--- src/rtl/vga_timing_pkg.sv ---
`default_nettype none
// ============================================================================
//  Module      : vga_timing_pkg
//  Description : Shared raster timing helpers and fetch FSM state encoding
//                for the VGA scan controller.
//  Revision    : 1.0 - initial release
// ============================================================================
package vga_timing_pkg;

    // Line-fetch FSM states
    typedef enum logic [0:0] {
        IDLE = 1'b0,
        REQ  = 1'b1
    } fetch_state_t;

    // Total cycles (or lines) in one period: active + porches + sync
    function automatic int calc_total(input int active, input int fp, input int sw, input int bp);
        return active + fp + sw + bp;
    endfunction

    // First counter value at which sync is active
    function automatic int calc_sync_start(input int active, input int fp);
        return active + fp;
    endfunction

    // First counter value past the sync pulse
    function automatic int calc_sync_end(input int active, input int fp, input int sw);
        return active + fp + sw;
    endfunction

    // Totals for the default 640x480 mode
    localparam int c_HTOTAL_DEFAULT = calc_total(640, 16, 96, 48);
    localparam int c_VTOTAL_DEFAULT = calc_total(480, 10, 2, 33);

endpackage
`default_nettype wire

--- src/rtl/vga_line_fetch_fsm.sv ---
`default_nettype none
// ============================================================================
//  Module      : vga_line_fetch_fsm
//  Description : Schedules one line-buffer fetch per displayed line during
//                horizontal blanking and flags fetches that miss the end of
//                the line as a sticky underflow.
//  Revision    : 1.0 - initial release
// ============================================================================
module vga_line_fetch_fsm
    import vga_timing_pkg::*;
#(
    parameter int ADDR_WIDTH = 11,
    parameter int HACTIVE    = 640,
    parameter int HTOTAL     = 800,
    parameter int VACTIVE    = 480,
    parameter int VTOTAL     = 525
) (
    input  logic                  VCLK,
    input  logic                  RST_N,
    input  logic                  en,
    input  logic [ADDR_WIDTH-1:0] h_cnt,
    input  logic [ADDR_WIDTH-1:0] h_cnt_nxt,
    input  logic [ADDR_WIDTH-1:0] v_cnt_nxt,
    input  logic                  line_ack,
    input  logic                  underflow_clr,
    output logic                  line_req,
    output logic [ADDR_WIDTH-1:0] line_num,
    output logic                  underflow
);

    localparam logic [ADDR_WIDTH-1:0] c_H_ACT  = ADDR_WIDTH'(HACTIVE);
    localparam logic [ADDR_WIDTH-1:0] c_H_LAST = ADDR_WIDTH'(HTOTAL - 1);
    localparam logic [ADDR_WIDTH-1:0] c_V_ACT  = ADDR_WIDTH'(VACTIVE);
    localparam logic [ADDR_WIDTH-1:0] c_V_LAST = ADDR_WIDTH'(VTOTAL - 1);
    localparam logic [ADDR_WIDTH-1:0] c_ONE    = ADDR_WIDTH'(1);

    fetch_state_t          r_state;
    logic [ADDR_WIDTH-1:0] w_target;
    logic                  w_miss;

    // Line needed next: the one after the line being entered, wrapping at frame end
    assign w_target = (v_cnt_nxt == c_V_LAST) ? '0 : (v_cnt_nxt + c_ONE);

    // Request still open on the last cycle of the line without an ack
    assign w_miss = en && (r_state == REQ) && !line_ack && (h_cnt == c_H_LAST);

    // Fetch FSM with registered request, line number and sticky underflow
    always_ff @(posedge VCLK or negedge RST_N) begin
        if (!RST_N) begin
            r_state   <= IDLE;
            line_req  <= 1'b0;
            line_num  <= '0;
            underflow <= 1'b0;
        end else begin
            if (w_miss) begin
                underflow <= 1'b1;
            end else if (underflow_clr) begin
                underflow <= 1'b0;
            end

            if (!en) begin
                r_state  <= IDLE;
                line_req <= 1'b0;
            end else begin
                case (r_state)
                    IDLE: begin
                        if ((h_cnt_nxt == c_H_ACT) && (w_target < c_V_ACT)) begin
                            r_state  <= REQ;
                            line_req <= 1'b1;
                            line_num <= w_target;
                        end
                    end
                    REQ: begin
                        if (line_ack || (h_cnt == c_H_LAST)) begin
                            r_state  <= IDLE;
                            line_req <= 1'b0;
                        end
                    end
                    default: begin
                        r_state  <= IDLE;
                        line_req <= 1'b0;
                    end
                endcase
            end
        end
    end

endmodule
`default_nettype wire

--- src/rtl/vga_scan_ctrl.sv ---
`default_nettype none
// ============================================================================
//  Module      : vga_scan_ctrl
//  Description : VGA raster timing generator with frame-synchronous
//                configuration shadowing and line-fetch scheduling.
//  Revision    : 1.0 - initial release
// ============================================================================
module vga_scan_ctrl
    import vga_timing_pkg::*;
#(
    parameter int ADDR_WIDTH = 11,
    parameter int HACTIVE    = 640,
    parameter int HFP        = 16,
    parameter int HSW        = 96,
    parameter int HBP        = 48,
    parameter int VACTIVE    = 480,
    parameter int VFP        = 10,
    parameter int VSW        = 2,
    parameter int VBP        = 33,
    parameter bit SYNC_POL   = 1'b0
) (
    input  logic                  VCLK,
    input  logic                  RST_N,
    input  logic                  iEN,
    input  logic                  iCFG_VALID,
    input  logic                  iCFG_MODE,
    input  logic                  iCFG_CURSOR_EN,
    input  logic [ADDR_WIDTH-1:0] iCFG_POINT_X,
    input  logic [ADDR_WIDTH-1:0] iCFG_POINT_Y,
    output logic                  oCFG_ACK,
    output logic                  oHSYNC,
    output logic                  oVSYNC,
    output logic                  oDE,
    output logic [ADDR_WIDTH-1:0] oH_ADDR,
    output logic [ADDR_WIDTH-1:0] oV_ADDR,
    output logic                  oFRAME_START,
    output logic                  oVGAout_mode,
    output logic                  oCURSOR_EN,
    output logic [ADDR_WIDTH-1:0] oPOINT_X,
    output logic [ADDR_WIDTH-1:0] oPOINT_Y,
    output logic                  oLINE_REQ,
    output logic [ADDR_WIDTH-1:0] oLINE_NUM,
    input  logic                  iLINE_ACK,
    output logic                  oUNDERFLOW,
    input  logic                  iUNDERFLOW_CLR
);

    localparam int c_HTOTAL = calc_total(HACTIVE, HFP, HSW, HBP);
    localparam int c_VTOTAL = calc_total(VACTIVE, VFP, VSW, VBP);

    localparam logic [ADDR_WIDTH-1:0] c_H_ACT  = ADDR_WIDTH'(HACTIVE);
    localparam logic [ADDR_WIDTH-1:0] c_H_SS   = ADDR_WIDTH'(calc_sync_start(HACTIVE, HFP));
    localparam logic [ADDR_WIDTH-1:0] c_H_SE   = ADDR_WIDTH'(calc_sync_end(HACTIVE, HFP, HSW));
    localparam logic [ADDR_WIDTH-1:0] c_H_LAST = ADDR_WIDTH'(c_HTOTAL - 1);
    localparam logic [ADDR_WIDTH-1:0] c_V_ACT  = ADDR_WIDTH'(VACTIVE);
    localparam logic [ADDR_WIDTH-1:0] c_V_SS   = ADDR_WIDTH'(calc_sync_start(VACTIVE, VFP));
    localparam logic [ADDR_WIDTH-1:0] c_V_SE   = ADDR_WIDTH'(calc_sync_end(VACTIVE, VFP, VSW));
    localparam logic [ADDR_WIDTH-1:0] c_V_LAST = ADDR_WIDTH'(c_VTOTAL - 1);
    localparam logic [ADDR_WIDTH-1:0] c_ONE    = ADDR_WIDTH'(1);

    logic                  r_run;
    logic [ADDR_WIDTH-1:0] r_h_cnt;
    logic [ADDR_WIDTH-1:0] r_v_cnt;
    logic [ADDR_WIDTH-1:0] w_h_nxt;
    logic [ADDR_WIDTH-1:0] w_v_nxt;
    logic                  w_wrap;
    logic                  r_cfg_pend;

    // Next raster position; the first enabled cycle presents (0,0) before counting
    always_comb begin
        w_h_nxt = '0;
        w_v_nxt = '0;
        if (iEN && r_run) begin
            if (r_h_cnt == c_H_LAST) begin
                w_h_nxt = '0;
                w_v_nxt = (r_v_cnt == c_V_LAST) ? '0 : (r_v_cnt + c_ONE);
            end else begin
                w_h_nxt = r_h_cnt + c_ONE;
                w_v_nxt = r_v_cnt;
            end
        end
    end

    assign w_wrap  = iEN && r_run && (r_h_cnt == c_H_LAST) && (r_v_cnt == c_V_LAST);
    assign oH_ADDR = r_h_cnt;
    assign oV_ADDR = r_v_cnt;

    // Counters and timing decode, registered together from the next position
    always_ff @(posedge VCLK or negedge RST_N) begin
        if (!RST_N) begin
            r_run        <= 1'b0;
            r_h_cnt      <= '0;
            r_v_cnt      <= '0;
            oHSYNC       <= ~SYNC_POL;
            oVSYNC       <= ~SYNC_POL;
            oDE          <= 1'b0;
            oFRAME_START <= 1'b0;
        end else begin
            r_run        <= iEN;
            r_h_cnt      <= w_h_nxt;
            r_v_cnt      <= w_v_nxt;
            oDE          <= iEN && (w_h_nxt < c_H_ACT) && (w_v_nxt < c_V_ACT);
            oHSYNC       <= (iEN && (w_h_nxt >= c_H_SS) && (w_h_nxt < c_H_SE)) ? SYNC_POL : ~SYNC_POL;
            oVSYNC       <= (iEN && (w_v_nxt >= c_V_SS) && (w_v_nxt < c_V_SE)) ? SYNC_POL : ~SYNC_POL;
            oFRAME_START <= iEN && (w_h_nxt == '0) && (w_v_nxt == '0);
        end
    end

    // Config shadow: frame-boundary load while scanning, immediate load while stopped
    always_ff @(posedge VCLK or negedge RST_N) begin
        if (!RST_N) begin
            r_cfg_pend   <= 1'b0;
            oCFG_ACK     <= 1'b0;
            oVGAout_mode <= 1'b0;
            oCURSOR_EN   <= 1'b0;
            oPOINT_X     <= '0;
            oPOINT_Y     <= '0;
        end else begin
            oCFG_ACK   <= 1'b0;
            r_cfg_pend <= 1'b0;
            if (r_cfg_pend) begin
                oCFG_ACK <= 1'b1;
            end else if (iCFG_VALID && !oCFG_ACK && (iEN ? w_wrap : 1'b1)) begin
                oVGAout_mode <= iCFG_MODE;
                oCURSOR_EN   <= iCFG_CURSOR_EN;
                oPOINT_X     <= iCFG_POINT_X;
                oPOINT_Y     <= iCFG_POINT_Y;
                if (iEN) begin
                    oCFG_ACK <= 1'b1;
                end else begin
                    r_cfg_pend <= 1'b1;
                end
            end
        end
    end

    vga_line_fetch_fsm #(
        .ADDR_WIDTH (ADDR_WIDTH),
        .HACTIVE    (HACTIVE),
        .HTOTAL     (c_HTOTAL),
        .VACTIVE    (VACTIVE),
        .VTOTAL     (c_VTOTAL)
    ) u_fetch (
        .VCLK          (VCLK),
        .RST_N         (RST_N),
        .en            (iEN),
        .h_cnt         (r_h_cnt),
        .h_cnt_nxt     (w_h_nxt),
        .v_cnt_nxt     (w_v_nxt),
        .line_ack      (iLINE_ACK),
        .underflow_clr (iUNDERFLOW_CLR),
        .line_req      (oLINE_REQ),
        .line_num      (oLINE_NUM),
        .underflow     (oUNDERFLOW)
    );

endmodule
`default_nettype wire

--- config.mk ---
export PLATFORM = sky130hd
export DESIGN_NAME = vga_scan_ctrl
export DESIGN_NICKNAME = d
export VERILOG_FILES = /design/src/rtl/vga_timing_pkg.sv /design/src/rtl/vga_line_fetch_fsm.sv /design/src/rtl/vga_scan_ctrl.sv
export SDC_FILE = /design/constraint.sdc
export NUM_CORES = 1
export LEC_CHECK = 0
export BUFFER_PORTS_ARGS = -buffer_cell sky130_fd_sc_hd__buf_4
export CAP_MARGIN = 10
export CORE_MARGIN = 1
export CORE_UTILIZATION = 49
export CTS_BUF_LIST = sky130_fd_sc_hd__clkbuf_2
export CTS_CLUSTER_SIZE = 10
export DETAILED_ROUTE_END_ITERATION = 10
export PLACE_DENSITY = 0.78
export SYNTH_ARGS = -nofsm -noshare
export SYNTH_HDL_FRONTEND = slang
export SYNTH_SLANG_ARGS = --single-unit
--- constraint.sdc ---
create_clock -name VCLK -period 3.7 [get_ports VCLK]
set_input_delay 0.74 -clock VCLK [delete_from_list [all_inputs] [get_ports VCLK]]
set_output_delay 0.74 -clock VCLK [all_outputs]
set_load 0.01 [all_outputs]
==> impl_metrics.toml <==
[sta]
whs_ps = 302
setup_viol = 0
rsz0062_at_grt = "no"
min_period_over_period_pct = 95.0
timing.slew.headroom_pct = 44.3
skew_ps = 27.8
fin_crit_ps = 3510
final_max_slew_viol_count = 0
hold_viol_final = 0
max_freq_mhz = 285
tightest_slew_ps = 835
fin_setup_tns_ps = 0

[grt]
overflow = 0
globalRouteTotalUtil_pct = 25.6
antenna_found_initial = 0
grt_pass1_wl_mm = 14.7
grt_pass1_vias = 3151
grt_max_degree = 68

[logic_synthesis]
ys.flop_type = "dfrtp_1"
synth_seq_area_share_pct = 47.5
syn_avg_cell_area_um2 = 10.6
synth_xor_xnor_area_share_pct = 6.19
synth_top_family_by_area = "simple AND/OR/NAND/NOR gates"
synth_fp_nets = 368
synth-edff-count = 0
ys_seq_elements = 67
synth_compound_area_share_pct = 8.42
yosys.area_share.adder_pct = 1.77
synthMuxAreaShare_pct = 11.2
async_reset_ff_share_pct = 100
yosysWarnings = 0
syn_area_um2 = 3530
synth-simple-area-share_pct = 21.3
synth_cell_types = 58
syn_inst = 333

[pwr]
leakagePower_nw = 2.09
ir_worst_vdd_mv = 0.272
pwr_density_cell_nw_per_um2 = 325

[die]
die_w_um = 86.9
dieArea_um2 = 7560
io_pins = 94
die_height_um = 86.9
num_rows = 30
core_um2 = 6870
start_util_pct = 51.5

[setup_path]
cpMostUsedCell = "or4_4"
cp_top_family = "simple AND/OR/NAND/NOR gates"
critPathLaunchType = "flip-flop"
cp.arrival_ps = 3910
crit_fanout = 10
slowest_stage = "or4_4"
crit_buf_inv = 1
path_cells = "or4_4 -> nor3_2 -> a31oi_1 -> inv_1 -> ha_1 -> o211ai_1 -> a2111oi_4 -> xnor2_1 -> or4_4 -> nand4_4 -> mux2_1"
crit_required_ps = 4100
endpoint_kind = "flip-flop"
critical_path_class = "reg2reg"
critical_path.max_stage_delay_ps = 600

[routing]
drc = 0
vias_per_cell = 5.64
wl_mm = 8.96
via_count = 3090
drtAntennaViolNets = 0
firstDrtPassIters = 5
drt_iter0_drc = 171
wire_per_inst_um = 16.4

[clock_network]
ctsHoldBuffers = 0
cts_sinks = 67
clk_latency_ps = 500
clkTransAtPathRegs_ps = 200
cts_root_buf = "clkbuf_2"
cts_tree = "built"
clock_path_buffers = 2
numCtsBuffers = 9
htreeDepth = 3

[place]
place_area_um2 = 4470
port_buffers = 93
finalWeightedCongestion = 0.921
dp_hpwl_mm = 6.70

[cells_and_area]
final_cell_area_um2 = 4610
n_fill_cell = 538
final-seq-area_um2 = 1680
mostFrequentLayoutCell = "buf_4"
drive_above_1_share_pct = 40.0
final_net_count = 482
multi_input_area_um2 = 1750
layout_common_cells = "118 x buf_4, 63 x dfrtp_1, 29 x nor2_1"
area_growth_pct = 30.4
diodes = 0

[outcome]
outcome = "completed"

[hold_path]
hold_class = "in2async"

[job]
drv_cap = 0
[worst paths after layout]
check	startpoint	to	slack [ps]	cells after the start
setup reg to reg	oH_ADDR[10]	u_fetch.line_num[0]	190	11
setup / recovery	oH_ADDR[10]	u_fetch.line_num[0]	190	11
min in group VCLK	iUNDERFLOW_CLR	u_fetch.underflow	400	2
hold / removal	RST_N	oV_ADDR[7]	300	1
hold reg to reg	oH_ADDR[0]	oH_ADDR[0]	520	1
max in group asynchronous	RST_N	oH_ADDR[5]	2820	1
[stage by stage]
step                      power, mW  utilization (%)  instances  setup slack [ps]
after floorplan               0.934                -        333              39.3
after global placement         1.07             65.0        530               262
after detailed placement       1.08             65.0        530               147
after CTS                      1.51             66.6        546               105
after global routing           1.57             67.1        548              2.26
final                          1.50             67.1        548               186
[worst register-to-register path, cell delays in order (launching register included)]
cell and delay, ps:
dfrtp_1 490, or4_4 600, nor3_2 160, a31oi_1 130
inv_1 130, ha_1 220, o211ai_1 150, a2111oi_4 380
xnor2_1 150, or4_4 510, nand4_4 160, mux2_1 350
[layer usage]
metal,up-vias,share of wire (%),GRT usage [%]
li1,1433,-,-
met1,1488,40,31.3
met2,148,50,42.7
met3,21,7.9,6.35
met4,0,2.3,11.8
met5,-,0,0
[Yosys cell counts, drive strengths merged, types with 3 or more instances]
cell type | count | area [um2]
buf | 6 | 33.8
xnor2 | 17 | 149
nor2 | 30 | 115
o31ai | 4 | 30.0
and3 | 4 | 25.0
nand4 | 12 | 90.1
or4 | 5 | 48.8
dfrtp | 65 | 1630
ha | 5 | 62.6
a21oi | 10 | 50.1
o21ai | 6 | 30.0
mux2 | 29 | 334
mux2i | 5 | 62.6
or3 | 3 | 18.8
and2 | 8 | 50.1
and4 | 3 | 26.3
nor4 | 8 | 71.3
clkbuf | 9 | 33.8
nand2 | 20 | 75.1
inv | 16 | 60.1
nor3 | 12 | 70.1
nand3 | 16 | 80.1
xor2 | 8 | 70.1
a31oi | 5 | 31.3
[what timing repair did]
action / 4_1_cts / 5_1_grt
setup buffers: 0 / 2
setup endpoints to repair: 0 / 9
gates resized for setup: 0 / 5
[flip-flops by register name (all words and copies together) (netlist names)]
name / cells
oH_ADDR: 11
oPOINT_X: 11
oPOINT_Y: 11
oV_ADDR: 11
u_fetch.line_num: 11
oCFG_ACK: 1
oCURSOR_EN: 1
oDE: 1
oFRAME_START: 1
oHSYNC: 1
oVGAout_mode: 1
oVSYNC: 1
r_cfg_pend: 1
r_run: 1
u_fetch.line_req: 1
u_fetch.r_state: 1
u_fetch.underflow: 1
[power by group]
group	switching, mW	internal (mW)
logic	0.103	0.141
registers	0.0327	0.792
clock network	0.278	0.153
[kinds of logic (layout without fill, tap and decap cells)]
kind of cell	Yosys count	count (layout)
flops	67	67
compound gates	40	40
fa+ha+maj	5	5
xor+xnor	25	25
buf+inv	31	150
simple gates	131	131
mux	34	34
[layout make-up]
type | count | share of cell area, %
Inverter | 16 | 1.30
Clock buffer | 9 | 0.977
Timing Repair Buffer | 118 | 19.2
Sequential cell | 67 | 36.5
Multi-Input combinational cell | 235 | 38.0
Clock inverter | 7 | 1.44
Tap cell | 96 | 2.61
No activity file was read; power rests on OpenSTA's default activity.
